--- src/rtl/psum_drain_if.sv ---
// Handshake bundle between the column-bottom drain and its neighbours.
// Carries the carry-save psum input and the resolved valid/ready output.
interface psum_drain_if #(
  parameter int W = 20
);
  logic         in_valid;
  logic [W-1:0] psum0;
  logic [W-1:0] psum1;
  logic         out_valid;
  logic         out_ready;
  logic [W-1:0] out_data;
  logic         out_ovf;

  // The drain itself sits on the slave side.
  modport slave (
    input  in_valid, psum0, psum1, out_ready,
    output out_valid, out_data, out_ovf
  );

  modport master (
    output in_valid, psum0, psum1, out_ready,
    input  out_valid, out_data, out_ovf
  );
endinterface

--- src/rtl/psum_drain.sv ---
// Column-bottom drain: resolves the carry-save psum pair into a two's-complement
// sum, then buffers results in a first-word-fall-through FIFO with drop flagging.
module psum_drain #(
  parameter int SIZE  = 4,
  parameter int DEPTH = 4
) (
  input  logic                       clk,
  input  logic                       rstn,
  input  logic                       clr,
  psum_drain_if.slave                bus,
  output logic [$clog2(DEPTH):0]     count,
  output logic                       full,
  output logic                       drop
);
  localparam int W  = SIZE + 16;
  localparam int PW = $clog2(DEPTH);
  localparam int CW = PW + 1;
  localparam logic [CW-1:0] FULL_CNT = CW'(DEPTH);

  logic [W:0]    w_sum;
  logic          r_stg_v;
  logic [W-1:0]  r_stg_data;
  logic          r_stg_ovf;

  logic [W:0]    r_mem [DEPTH];
  logic [PW-1:0] r_wr_ptr;
  logic [PW-1:0] r_rd_ptr;
  logic [CW-1:0] r_count;
  logic          r_drop;

  logic          w_full;
  logic          w_valid;
  logic          w_pop;
  logic          w_push;
  logic          w_lose;
  logic [W:0]    w_head;

  // One extra bit so the top two bits of the sum expose signed overflow.
  assign w_sum = {bus.psum0[W-1], bus.psum0} + {bus.psum1[W-1], bus.psum1};

  // Resolve stage: loads every cycle, the array upstream can never be stalled.
  // NOTE: sequential state uses non-blocking assignments so every register
  // samples pre-edge values regardless of process ordering.
  always_ff @(posedge clk or negedge rstn) begin
    if (!rstn) begin
      r_stg_v    <= 1'b0;
      r_stg_data <= '0;
      r_stg_ovf  <= 1'b0;
    end else if (clr) begin
      r_stg_v    <= 1'b0;
    end else begin
      r_stg_v <= bus.in_valid;
      if (bus.in_valid) begin
        r_stg_data <= w_sum[W-1:0];
        r_stg_ovf  <= w_sum[W] ^ w_sum[W-1];
      end
    end
  end

  assign w_full  = (r_count == FULL_CNT);
  assign w_valid = (r_count != '0);
  assign w_pop   = w_valid && bus.out_ready && !clr;
  // A full FIFO still accepts when the head leaves in the same cycle.
  assign w_push  = r_stg_v && (!w_full || w_pop) && !clr;
  assign w_lose  = r_stg_v && w_full && !w_pop && !clr;

  // NOTE: the storage array has no reset; occupancy and pointers define what is
  // live, and the head is masked to zero whenever the FIFO is empty.
  always_ff @(posedge clk) begin
    if (w_push) r_mem[r_wr_ptr] <= {r_stg_ovf, r_stg_data};
  end

  always_ff @(posedge clk or negedge rstn) begin
    if (!rstn) begin
      r_wr_ptr <= '0;
      r_rd_ptr <= '0;
      r_count  <= '0;
      r_drop   <= 1'b0;
    end else if (clr) begin
      r_wr_ptr <= '0;
      r_rd_ptr <= '0;
      r_count  <= '0;
      r_drop   <= 1'b0;
    end else begin
      if (w_push) r_wr_ptr <= r_wr_ptr + PW'(1);
      if (w_pop)  r_rd_ptr <= r_rd_ptr + PW'(1);
      case ({w_push, w_pop})
        2'b10:   r_count <= r_count + CW'(1);
        2'b01:   r_count <= r_count - CW'(1);
        default: r_count <= r_count;
      endcase
      if (w_lose) r_drop <= 1'b1;
    end
  end

  assign w_head        = r_mem[r_rd_ptr];
  assign bus.out_valid = w_valid;
  assign bus.out_data  = w_valid ? w_head[W-1:0] : '0;
  assign bus.out_ovf   = w_valid ? w_head[W]     : 1'b0;
  assign count         = r_count;
  assign full          = w_full;
  assign drop          = r_drop;
endmodule

--- src/flat_wrapper.sv ---
// flat-port wrapper written by rule: the top's interface ports become plain ports
module psum_drain_flat 
#(
  parameter int SIZE  = 4,
  parameter int DEPTH = 4
)
  (clk, rstn, clr, count, full, drop, bus_in_valid, bus_psum0, bus_psum1, bus_out_ready, bus_out_valid, bus_out_data, bus_out_ovf);
  psum_drain_if bus_i ();
  input  logic clk;
  input  logic rstn;
  input  logic clr;
  output logic [$clog2(DEPTH):0] count;
  output logic full;
  output logic drop;
  input wire logic [$bits(bus_i.in_valid)-1:0] bus_in_valid;
  input wire logic [$bits(bus_i.psum0)-1:0] bus_psum0;
  input wire logic [$bits(bus_i.psum1)-1:0] bus_psum1;
  input wire logic [$bits(bus_i.out_ready)-1:0] bus_out_ready;
  output wire logic [$bits(bus_i.out_valid)-1:0] bus_out_valid;
  output wire logic [$bits(bus_i.out_data)-1:0] bus_out_data;
  output wire logic [$bits(bus_i.out_ovf)-1:0] bus_out_ovf;
  assign bus_i.in_valid = bus_in_valid;
  assign bus_i.psum0 = bus_psum0;
  assign bus_i.psum1 = bus_psum1;
  assign bus_i.out_ready = bus_out_ready;
  assign bus_out_valid = bus_i.out_valid;
  assign bus_out_data = bus_i.out_data;
  assign bus_out_ovf = bus_i.out_ovf;
  psum_drain #(.SIZE(SIZE), .DEPTH(DEPTH)) u_core (.clk(clk), .rstn(rstn), .clr(clr), .bus(bus_i), .count(count), .full(full), .drop(drop));
endmodule
--- config.mk ---
export PLATFORM = sky130hd
export DESIGN_NAME = psum_drain_flat
export DESIGN_NICKNAME = d
export VERILOG_FILES = /design/src/rtl/psum_drain_if.sv /design/src/rtl/psum_drain.sv /design/src/flat_wrapper.sv
export SDC_FILE = /design/constraint.sdc
export NUM_CORES = 1
export LEC_CHECK = 0
export BUFFER_PORTS_ARGS = -buffer_cell sky130_fd_sc_hd__buf_2
export CAP_MARGIN = 20
export CORE_UTILIZATION = 61
export CTS_CLUSTER_SIZE = 16
export DETAILED_ROUTE_END_ITERATION = 10
export PLACE_DENSITY = 0.9
export SLEW_MARGIN = 10
export SYNTH_ARGS = -nofsm -noshare
export SYNTH_HDL_FRONTEND = slang
export SYNTH_SLANG_ARGS = --single-unit
--- constraint.sdc ---
create_clock -name clk -period 3.9 [get_ports clk]
set_input_delay 0 -clock clk [delete_from_list [all_inputs] [get_ports clk]]
set_output_delay 0 -clock clk [all_outputs]
set_load 0.03 [all_outputs]
==> results.py <==
metrics = {
    "layout": {
        "drive_above_1_share_pct": 25.8,
        "antenna_cells": 0,
        "syn_to_final_growth_pct": 20.5,
        "final_area_um2": 6830,
        "final_nets": 581,
    },
    "global_route": {
        "grt_max_degree": 38,
        "antenna_found_initial": 0,
        "grt_pass1_wl_um": 21000,
        "gr-total-overflow": 0,
        "grt_pass1_vias": 4067,
        "grt_usage_pct": 29.2,
    },
    "synthesis": {
        "synthDistinctLibCells": 60,
        "syn_area_per_cell_um2": 13.3,
        "ys.flop_type": "edfxtp_1",
        "synthTopCellsByCount": "edfxtp_1 (84), nand2_1 (37), and2_1 (30), dfrtp_1 (30)",
        "syn_inst": 427,
        "synth.most_common_cell": "edfxtp_1",
        "ys_ff_latch": 114,
        "synthArstFlopShare_pct": 26.3,
        "synth_edf_count": 84,
        "syn-num-nets": 498,
        "syn_area_um2": 5670,
        "yosys_warnings": 0,
        "synth_top_area_share_pct": 44.5,
        "synth_top_area_cell": "edfxtp_1",
        "yosysSeqAreaShare_pct": 57.7,
        "ys_top_cells_by_area": "edfxtp_1 (44%), dfrtp_1 (13%), mux4_2 (8.3%)",
    },
    "routing": {
        "firstDrtPassIters": 8,
        "num_vias": 4078,
        "totalWireLength_um": 13200,
        "drtAntennaViolNets": 0,
        "drcViolationCount": 0,
        "wl_per_cell_um": 20.9,
        "vias_per_cell": 6.46,
        "drtIter0Drc": 286,
    },
    "floorplanning": {
        "io_pins": 72,
        "die_width_um": 98.4,
        "fp.dieH_um": 98.4,
        "std_cell_rows": 34,
        "die-area_um2": 9690,
        "core_area_um2": 8850,
        "start_util_pct": 64.1,
    },
    "setup_path": {
        "cp.arrival_ns": 3.18,
        "crit_type": "flip-flop to flip-flop",
        "cp-start-kind": "flip-flop",
        "cp_data_required_time_ns": 4.32,
        "critical_path.endpoint_type": "flip-flop",
        "cp_max_fo": 24,
    },
    "clocking": {
        "clkSinkCount": 114,
        "cts_resized": 0,
        "cts_buffer_depth": 2,
        "cts_setup_buffers": 0,
        "cts_max_level": 4,
        "cts_tree": "yes",
        "numCtsBuffers": 17,
        "cts_root_buf": "clkbuf_8",
        "clk_pin_slew_ns": 0.06,
        "postCtsHoldBufs": 11,
        "clkLatencyLatePin_ns": 0.51,
    },
    "min_path": {
        "hold_path_class": "primary input to flip-flop",
    },
    "placed_design": {
        "port_buffers": 71,
        "dpl_cell_area_um2": 6090,
        "dp_hpwl_um": 7850,
        "place.gp.congestion": 0.876,
    },
    "power": {
        "power_mw": 3.71,
        "leakagePower_nw": 2.68,
        "powerDensity_nw_per_um2": 543,
        "ir_worst_vdd_v": 0.000325,
    },
    "sta": {
        "post-route-period-util_pct": 70.6,
        "holdWs_ns": 0.0413,
        "report.final.setup_viol": 0,
        "finClkSkew_ns": 0.00811,
        "tightest_slew_ns": 1.12,
        "rsz0062_at_grt": "no",
        "hold_viol_final": 0,
        "max_freq_mhz": 363,
        "slew_viol_final": 0,
        "slew_headroom_pct": 25.5,
        "layout_min_cycle_time_ns": 2.75,
        "tns_ns": 0,
    },
    "run": {
        "drv_cap": 0,
    },
    "run_status": {
        "status": "finished clean",
    },
}
## cell type report
cell class | count | area [µm²]
inverters | 7 | 26.3
repair buffers | 84 | 480
fillers | 503 | 2020
multi-input cells | 286 | 2280
clock inverters | 13 | 214
clock buffers | 19 | 422
flip-flops and latches | 114 | 3270
well taps | 108 | 135
## metal layers
metal | track usage, % | routed length [µm] | share of wire (%) | vias to the layer above
met5 | 0 | 0 | 0 | -
met4 | 13.8 | 329 | 2.5 | 0
met3 | 5.18 | 884 | 6.7 | 36
met2 | 49.9 | 6700 | 51 | 244
met1 | 36.5 | 5250 | 40 | 1986
li1 | - | - | - | 1812
## critical path, cell delays in order (launching register included)
cell,delay (ns)
dfrtp_1,0.48
or3_1,0.67
nand2_1,0.24
nor3_1,0.08
fa_1,0.46
o31ai_1,0.35
o21ai_0,0.18
a21oi_1,0.21
## logic make-up (layout without fill, tap and decap cells)
group	Yosys count	count (layout)	share of synthesized area (%)
and+or+nand+nor	128	128	11.7
DFF	114	114	57.7
AOI/OAI and AO/OA	96	96	11.9
buffers and inverters	27	123	2.05
adders and majority gates	26	26	6.00
muxes	23	23	8.69
xor gates and xnor gates	13	13	2.01
## stage by stage
stage | cells | setup slack (ns) | utilization, %
6_report | 631 | 1.15 | 77.2
5_1_grt | 631 | 1.06 | 77.2
2_1_floorplan | 427 | 1.53 | -
3_5_place_dp | 588 | 1.26 | 68.8
3_3_place_gp | 588 | 1.55 | 68.8
4_1_cts | 631 | 1.19 | 77.2
## registers in the layout, indices dropped and copies added (netlist names)
name               cells
u_core.r_stg_data     20
u_core.r_mem          84
u_core.drop            1
u_core.r_stg_v         1
u_core.r_wr_ptr        2
u_core.r_stg_ovf       1
u_core.r_rd_ptr        2
u_core.count           3
## power breakdown
part / leakage, nW / switching [mW] / internal, mW
Sequential: 1.14 / 0.0999 / 1.42
Clock: 0.308 / 0.523 / 1.15
Combinational: 1.22 / 0.305 / 0.211
Total: 2.68 / 0.928 / 2.78
## path summary, 6_finish.rpt
kind                                            from               endpoint  cells after the start  slack [ns]
worst min register to register  u_core.r_stg_data[8]     u_core.r_mem[3][8]                      0        0.54
max in group asynchronous                       rstn   u_core.r_stg_data[8]                      2        3.37
worst min-delay path                   bus_psum1[19]  u_core.r_stg_data[19]                      4        0.04
worst max-delay path                 u_core.count[0]        u_core.count[2]                      7        1.15
worst max register to register       u_core.count[0]        u_core.count[2]                      7        1.15
min in group asynchronous                       rstn        u_core.count[0]                      2        0.08
## cells in the final DEF, fill, tap and decap left out, drive strengths merged, types with 3 or more instances in the layout
master and instances:
a2111oi 3, a211o 3, a211oi 11, a21o 7, a21oi 16, a31oi 3, and2 30, buf 73
bufinv 6, clkbuf 19, clkinv 6, dfrtp 30, dlygate4sd3 11, edfxtp 84, ha 24, inv 7
mux4 21, nand2 37, nand2b 3, nand3 9, nand3b 3, nand4 5, nor2 24, nor3 5
nor4 4, o211ai 3, o21ai 29, o31ai 6, xnor2 10, xor2 3
(Power assumes the default switching activity.)
